### src/rtl/alu_seq_ctrl.sv
// Sequential ALU control: per-instruction execute-step schedules
// with multi-cycle shifts, illegal detection and back-to-back issue.
module alu_seq_ctrl #(
  parameter int OPCODE_WIDTH = 4,
  parameter int FUNC_WIDTH   = 4,
  parameter int SHAMT_WIDTH  = 3,
  parameter int CTRL_WIDTH   = 3
) (
  input  logic                    clk,
  input  logic                    rst_n,
  input  logic                    start,
  input  logic [OPCODE_WIDTH-1:0] opcode,
  input  logic [FUNC_WIDTH-1:0]   func,
  input  logic [SHAMT_WIDTH-1:0]  shamt,
  output logic                    busy,
  output logic                    done,
  output logic [CTRL_WIDTH-1:0]   alu_ctrl,
  output logic                    alu_en,
  output logic [2:0]              step,
  output logic                    illegal
);

  localparam logic [CTRL_WIDTH-1:0] C_ADD = CTRL_WIDTH'(0);
  localparam logic [CTRL_WIDTH-1:0] C_SUB = CTRL_WIDTH'(1);
  localparam logic [CTRL_WIDTH-1:0] C_AND = CTRL_WIDTH'(2);
  localparam logic [CTRL_WIDTH-1:0] C_OR  = CTRL_WIDTH'(3);
  localparam logic [CTRL_WIDTH-1:0] C_XOR = CTRL_WIDTH'(4);
  localparam logic [CTRL_WIDTH-1:0] C_LSL = CTRL_WIDTH'(5);
  localparam logic [CTRL_WIDTH-1:0] C_LSR = CTRL_WIDTH'(6);
  localparam logic [CTRL_WIDTH-1:0] C_ASR = CTRL_WIDTH'(7);

  localparam logic [SHAMT_WIDTH-1:0] SH_ZERO = '0;
  localparam logic [SHAMT_WIDTH-1:0] SH_ONE  = SHAMT_WIDTH'(1);
  localparam logic [SHAMT_WIDTH-1:0] SH_TWO  = SHAMT_WIDTH'(2);

  // Schedule kind of the instruction currently executing
  typedef enum logic [2:0] {
    S_IDLE,
    S_ONE,
    S_PUSH,
    S_POP,
    S_RET,
    S_RCALL,
    S_SHIFT
  } state_t;

  state_t                  r_state;
  logic                    r_busy;
  logic                    r_done;
  logic [CTRL_WIDTH-1:0]   r_ctrl;
  logic                    r_en;
  logic [2:0]              r_step;
  logic                    r_ill;
  logic [SHAMT_WIDTH-1:0]  r_cnt;
  logic [CTRL_WIDTH-1:0]   r_shctrl;

  state_t                  w_nstate;
  logic                    w_nbusy;
  logic                    w_ndone;
  logic [CTRL_WIDTH-1:0]   w_nctrl;
  logic                    w_nen;
  logic [2:0]              w_nstep;
  logic                    w_nill;
  logic [SHAMT_WIDTH-1:0]  w_ncnt;
  logic [CTRL_WIDTH-1:0]   w_nshctrl;

  logic [3:0]              w_opc;
  logic [3:0]              w_fn;
  logic                    w_rtype;
  logic                    w_bad;
  logic                    w_rtype_ok;
  logic                    w_accept;

  state_t                  w_dstate;
  logic [CTRL_WIDTH-1:0]   w_dctrl;
  logic                    w_den;
  logic                    w_ddone;
  logic                    w_dill;

  assign w_opc      = opcode[3:0];
  assign w_fn       = func[3:0];
  assign w_rtype    = (w_opc == 4'd0);
  assign w_bad      = (w_opc == 4'd7) ||
                      (w_rtype && (w_fn == 4'd0 ||
                                   w_fn == 4'd6 ||
                                   w_fn == 4'd7));
  assign w_rtype_ok = w_rtype && !w_bad;
  assign w_accept   = start && (!r_busy || r_done);

  // Decode of the incoming instruction into its first-step behaviour
  always_comb begin
    w_dstate = S_ONE;
    w_dctrl  = C_ADD;
    w_den    = 1'b1;
    w_ddone  = 1'b1;
    w_dill   = 1'b0;
    unique case (1'b1)
      w_bad: begin
        w_den  = 1'b0;
        w_dill = 1'b1;
      end
      w_rtype_ok: begin
        case (w_fn)
          4'd1:         w_dctrl = C_ADD;
          4'd2, 4'd15:  w_dctrl = C_SUB;
          4'd3:         w_dctrl = C_AND;
          4'd4:         w_dctrl = C_OR;
          4'd5:         w_dctrl = C_XOR;
          4'd8, 4'd10: begin
            w_dstate = S_PUSH;
            w_den    = 1'b0;
            w_ddone  = 1'b0;
          end
          4'd9, 4'd11: begin
            w_dstate = S_POP;
            w_den    = 1'b0;
            w_ddone  = 1'b0;
          end
          4'd12: begin
            w_dstate = S_SHIFT;
            w_dctrl  = C_LSR;
          end
          4'd13: begin
            w_dstate = S_SHIFT;
            w_dctrl  = C_LSL;
          end
          4'd14: begin
            w_dstate = S_SHIFT;
            w_dctrl  = C_ASR;
          end
          default: w_dctrl = C_ADD;
        endcase
      end
      default: begin
        case (w_opc)
          4'd1, 4'd3: w_dctrl = C_SUB;
          4'd4:       w_dctrl = C_AND;
          4'd5:       w_dctrl = C_OR;
          4'd6:       w_dctrl = C_XOR;
          4'd9: begin
            w_dstate = S_RET;
            w_ddone  = 1'b0;
          end
          4'd10: begin
            w_dstate = S_RCALL;
            w_den    = 1'b0;
            w_ddone  = 1'b0;
          end
          default:    w_dctrl = C_ADD;
        endcase
      end
    endcase
  end

  always_comb begin
    w_nstate  = S_IDLE;
    w_nbusy   = 1'b0;
    w_ndone   = 1'b0;
    w_nctrl   = '0;
    w_nen     = 1'b0;
    w_nstep   = 3'd0;
    w_nill    = 1'b0;
    w_ncnt    = r_cnt;
    w_nshctrl = r_shctrl;
    if (w_accept) begin
      w_nstate  = w_dstate;
      w_nbusy   = 1'b1;
      w_nstep   = 3'd2;
      w_nen     = w_den;
      w_ndone   = w_ddone;
      w_nill    = w_dill;
      w_ncnt    = shamt;
      w_nshctrl = w_dctrl;
      // Shifts of 0 or 1 finish in their first cycle
      if (w_dstate == S_SHIFT) begin
        w_nen   = (shamt != SH_ZERO);
        w_ndone = (shamt <= SH_ONE);
        if (shamt <= SH_ONE) w_nstate = S_ONE;
      end
      w_nctrl = w_nen ? w_dctrl : '0;
    end else if (r_busy && !r_done) begin
      w_nstate = r_state;
      w_nbusy  = 1'b1;
      w_nen    = 1'b1;
      unique case (r_state)
        S_PUSH: begin
          w_nstep = 3'd3;
          w_nctrl = C_SUB;
          w_ndone = 1'b1;
        end
        S_POP, S_RET: begin
          w_nstep = 3'd3;
          w_nctrl = C_ADD;
          w_ndone = 1'b1;
        end
        S_RCALL: begin
          w_nstep = r_step + 3'd1;
          w_nctrl = (r_step == 3'd3) ? C_ADD : C_SUB;
          w_ndone = (r_step == 3'd4);
        end
        S_SHIFT: begin
          w_nstep = 3'd2;
          w_ncnt  = r_cnt - SH_ONE;
          w_nctrl = r_shctrl;
          w_ndone = (r_cnt == SH_TWO);
        end
        default: begin
          w_nstate = S_IDLE;
          w_nbusy  = 1'b0;
          w_nen    = 1'b0;
        end
      endcase
    end
  end

  always_ff @(posedge clk or negedge rst_n) begin
    if (!rst_n) begin
      r_state  <= S_IDLE;
      r_busy   <= 1'b0;
      r_done   <= 1'b0;
      r_ctrl   <= '0;
      r_en     <= 1'b0;
      r_step   <= 3'd0;
      r_ill    <= 1'b0;
      r_cnt    <= '0;
      r_shctrl <= '0;
    end else begin
      r_state  <= w_nstate;
      r_busy   <= w_nbusy;
      r_done   <= w_ndone;
      r_ctrl   <= w_nctrl;
      r_en     <= w_nen;
      r_step   <= w_nstep;
      r_ill    <= w_nill;
      r_cnt    <= w_ncnt;
      r_shctrl <= w_nshctrl;
    end
  end

  assign busy     = r_busy;
  assign done     = r_done;
  assign alu_ctrl = r_ctrl;
  assign alu_en   = r_en;
  assign step     = r_step;
  assign illegal  = r_ill;

endmodule

### config.mk
export PLATFORM = sky130hd
export DESIGN_NAME = alu_seq_ctrl
export DESIGN_NICKNAME = d
export VERILOG_FILES = /design/src/rtl/alu_seq_ctrl.sv
export SDC_FILE = /design/constraint.sdc
export NUM_CORES = 1
export LEC_CHECK = 0
export ABC_AREA = 1
export ABC_CLOCK_PERIOD_IN_PS = 1510
export CELL_PAD_IN_SITES_DETAIL_PLACEMENT = 0
export CELL_PAD_IN_SITES_GLOBAL_PLACEMENT = 1
export CORE_MARGIN = 2
export CORE_UTILIZATION = 35
export DETAILED_ROUTE_END_ITERATION = 7
export PLACE_DENSITY = 0.76
export SLEW_MARGIN = 40
export SYNTH_ARGS = -nofsm -noshare
export SYNTH_HDL_FRONTEND = slang
export SYNTH_SLANG_ARGS = --single-unit
### constraint.sdc
create_clock -name clk -period 1.51 [get_ports clk]
set_input_delay 0.2265 -clock clk [delete_from_list [all_inputs] [get_ports clk]]
set_output_delay 0.2265 -clock clk [all_outputs]
set_load 0.02 [all_outputs]
Word level (Yosys, flattened, before mapping) --
Index checks and enable logic that the tools add are counted.
Operators by class: div/mod/pow operators 0, mux-type cells 39, multiply operators 0, order comparisons 1, equal/unequal tests 32, $add $sub $neg 2, reductions and logical operators 26, bitwise logic cells 0, shifts and indexed selects 0
Operators with widths (count):
- $eq 4x4->1 const B | 10
- $mux 3 | 13
- $eq 4x3->1 const B | 8
- $pmux 3 s3 | 3
- $pmux 3 s7 | 1
- $pmux 3 s2 | 3
- $eq 3x3->1 const B | 5
- $mux 1 | 15
- $eq 3x2->1 const B | 4
- $eq 4x2->1 const B | 3
- $pmux 3 s4 | 1
- $reduce_or 2->1 | 5
- $logic_not 4->1 | 2
- $reduce_or 3->1 | 2
- $reduce_or 5->1 | 1
- $eq 4x1->1 const B | 1
- $logic_and 1x1->1 | 4
- $logic_or 1x1->1 | 4
- $pmux 1 s2 | 2
- $reduce_bool 2->1 | 2
- $reduce_or 4->1 | 1
- $add 3x1->3 const B | 1
- $le 3x1->1 const B | 1
- $logic_not 1->1 | 3
- other kinds (5) | 5
Word-level totals: ROM bits 0, bits in latches 0, output and inout port bits 10, flip-flop bits (word level) 19, logic and storage cells 109, input port bits 14, memories kept 0, bits in writable memories 0

Depth between registers and ports, before layout --
depth in word-level cells 13, gate-level depth with buffers 11, depth with buffers taken out 11

Worst setup path after synthesis --
Ideal clock, no wire load.
path type register to register, start point register r_busy, in the netlist busy, end point register r_cnt[0], arrival 1193 ps, path buffers 0, cell stages (with the launch flop) 8, clock period less this slack 1320 ps, required time 1383 ps, path slack 190 ps, setup time 127 ps, path through dfrtp_1 > inv_1 > nor2_2 > inv_1 > nor2_2 > nor2_1 > a211oi_1 > a21oi_1
Between the ends: cells in the longest elaborated chain, start to end 5, elaborated cells between the ends (all ways) 8, classes of those cells mux (1); reduce/logical (7)
RTL lines:
- start: declaration | line 48 | logic r_busy;
- start signal: assignment | line 229 | r_busy <= w_nbusy;
- $logic_not 1->1 | line 88 | assign w_accept = start && (!r_busy || r_done);
- $logic_or 1x1->1 | line 88
- $logic_and 1x1->1 | line 88
- $reduce_bool 2->1 (no line)
- $reduce_and 2->1 (no line)
- end signal: assignment | line 235 | r_cnt <= w_ncnt;
- end: declaration | line 54 | logic [SHAMT_WIDTH-1:0] r_cnt;
Several ways; a longest one is shown, not always the timed one. A chain may end at the register's enable or synchronous reset.

Worst setup path in the final report --
start point register r_step[2], in the netlist step[2], end point output port step[2]
RTL lines:
- start: declaration | line 52 | logic [2:0] r_step;
- start signal: assignment | line 233 | r_step <= w_nstep;
- end: declaration | line 19 | output logic [2:0] step,
No word-level cell between the ends.

==> reports/qor.yml <==
clockBufferDepth: 2
clock_latency_ns: 0.25
fin_tns_setup_ns: 0
htreeDepth: 1
synthTopCellsByArea: "dfrtp_1 (37%), nand2_1 (13%), inv_1 (7.9%)"
grt_use_met1_pct: 19.7
end_kind: "output pin"
post_drt_wl_per_cell_um: 11.6
worst_pin_slew_ns: 0.378
diodes: 0
critical-path-top-delay-family: "buffers and inverters"
syn-num-nets: 197
grt_pass1_vias: 1289
core.rowCount: 22
grt_max_degree: 20
syn_area_sq_um: 1280
dr.first_iter.drc_count: 46
grtUsageMet2_pct: 30.9
hold_viol_final: 0
power.total_mw: 1.35
ys_seq_area_share_pct: 37.0
synth.top_cell.area_share_pct: 37.0
postSynthAreaPerCell_sq_um: 7.21
p_leak_nw: 1.00
synthDistinctLibCells: 28
antenna_left: 0
irDropWorstVdd_uv: 333
status: "finished, final reports clean"
grt_busiest_layer: "met2"
initial_core_util_pct: 35.6
start_kind: "register"
hold_path_class: "in -> async"
core_sq_um: 3610
final.fill_count: 347
fin_skew_ns: 0.00565
worstPathCellList: "clkdlybuf4s50_1"
synth_top_area_cell: "dfrtp_1"
drc: 0
path_buf_inv: 1
maxCapViolCount: 0
r2r_setup_slack_ns: 0.15
crit_type: "reg -> out"
cts_buffers: 3
chipWidth_um: 64.6
ys_ff_latch: 19
wl_um: 3250
port_buffers: 23
grt_overflow: 0
detail_route.first_pass.iterations: 4
powerDensity_nw_per_um2: 714
period_share_pct: 97.9
syn_inst: 178
cp_slowest_cell: "clkdlybuf4s50_1"
viasPerCell: 4.63
cts_tree: "yes"
ys_warn_count: 0
cp_max_fo: 3
vias: 1296
gp_congestion: 0.769
critPathMaxStageDelay_ns: 0.62
fp.dieH_um: 64.6
clk_pin_slew_ns: 0.07
drive_gt1_share_pct: 24.1
arrival_ns: 1.25
use_met3_pct: 2.08
hpwl_um: 2570
grt_use_total_pct: 16.5
slew_headroom_pct: 74.7
finalSetupViolCount: 0
area_growth_pct: 47.0
ios: 24
grt_pass1_wl_um: 5390
slew_viol_final: 0
nNetsFinal: 252
finish.utilization_pct: 52.3
required_ns: 1.28
post-place-ws_ns: -0.211
clock-sinks: 19
regArea_sq_um: 475
antenna_found_initial: 0
setup_ws_ns: 0.0315
cts_root_buf: "clkbuf_8"
fmax_mhz: 676
fin_crit_ns: 1.48
die_area_sq_um: 4170
multiInputGateArea_sq_um: 739
## area by class of cell
cell class,count,share of cell area [%]
multi-input combinational,130,39.2
clock inverter,1,0.265
tap,48,3.18
clock buffer,3,2.19
timing repair buffer,51,24.4
inverter,28,5.57
sequential,19,25.2
## cells by family (layout without fill, tap and decap cells)
logic type | after synthesis | in the layout | synth area share, %
AND/OR/NAND/NOR | 101 | 101 | 37.6
buffers and inverters | 29 | 83 | 8.77
adder cells (fa/ha/maj) | 5 | 5 | 4.87
flip-flops | 19 | 19 | 37.0
AO/OA/AOI/OAI | 23 | 23 | 11.0
XOR/XNOR | 1 | 1 | 0.682
## timing repair
item,in CTS,in global routing
resized for setup,0,21
hold buffers,0,0
setup endpoints to repair,0,11
buffers inserted,0,2
## per-stage QoR
stage	instances	hold slack, ns	cell area, sq um
after floorplan	178	-0.0691	1280
after global placement	274	0.465	1760
after detailed placement	274	0.476	1760
after CTS	278	0.318	1810
after global routing	280	0.324	1890
final	280	0.307	1890
## power breakdown
part / switching [mW] / leakage (nW) / internal [mW] / total (mW)
registers: 0.0277 / 0.247 / 0.558 / 0.586
clock network: 0.166 / 0.0255 / 0.183 / 0.349
logic: 0.226 / 0.728 / 0.187 / 0.413
total: 0.419 / 1.00 / 0.929 / 1.35
## worst paths after layout
kind,from,end,cells after the start
worst max-delay path,step[2],step[2],1
worst min-delay path,rst_n,done,2
worst max register to register,r_state[1],r_state[0],7
worst min register to register,r_shctrl[2],alu_ctrl[2],2
max in group asynchronous,rst_n,step[0],2
min in group clk,r_shctrl[2],alu_ctrl[2],2
## registers in the layout, summed over array words and instances (netlist names)
signal / count
alu_ctrl: 3
alu_en: 1
busy: 1
done: 1
illegal: 1
r_cnt: 3
r_shctrl: 3
r_state: 3
step: 3
## Yosys cell counts
library cell	number
a21oi_2	1
nor2_8	1
or2_0	1
dfrtp_1	19
nand2_1	45
xor2_1	1
o21ai_1	2
nor2_4	1
a21oi_1	6
nor2_1	21
inv_1	27
o21ai_2	1
nand4_1	2
nor2_2	3
ha_1	5
clkinv_1	1
a221oi_1	1
o211ai_1	4
a211oi_1	2
nand2b_1	3
o21ai_0	6
nand3_4	1
nor3_1	2
nand3_2	1
buf_4	1
nand2_2	4
nor3_2	1
nand3_1	15
## metal layers
layer	wire, um	up-vias
met5	0	-
met4	10	0
met3	112	4
met2	1840	26
met1	1290	593
li1	-	673
## layout by cell type, fill, tap and decap left out, drive strengths merged
| master | count |
|---|---|
| nand2 | 49 |
| buf | 28 |
| inv | 27 |
| nor2 | 26 |
| dfrtp | 19 |
| nand3 | 17 |
| clkdlybuf4s50 | 15 |
| o21ai | 9 |
| dlymetal6s2s | 8 |
| a21oi | 7 |
| ha | 5 |
| o211ai | 4 |
| nand2b | 3 |
| clkbuf | 3 |
| nor3 | 3 |
| nand4 | 2 |
| clkinv | 2 |
| a211oi | 2 |
| a221oi | 1 |
| xor2 | 1 |
| or2 | 1 |
(Power assumes the default switching activity.)
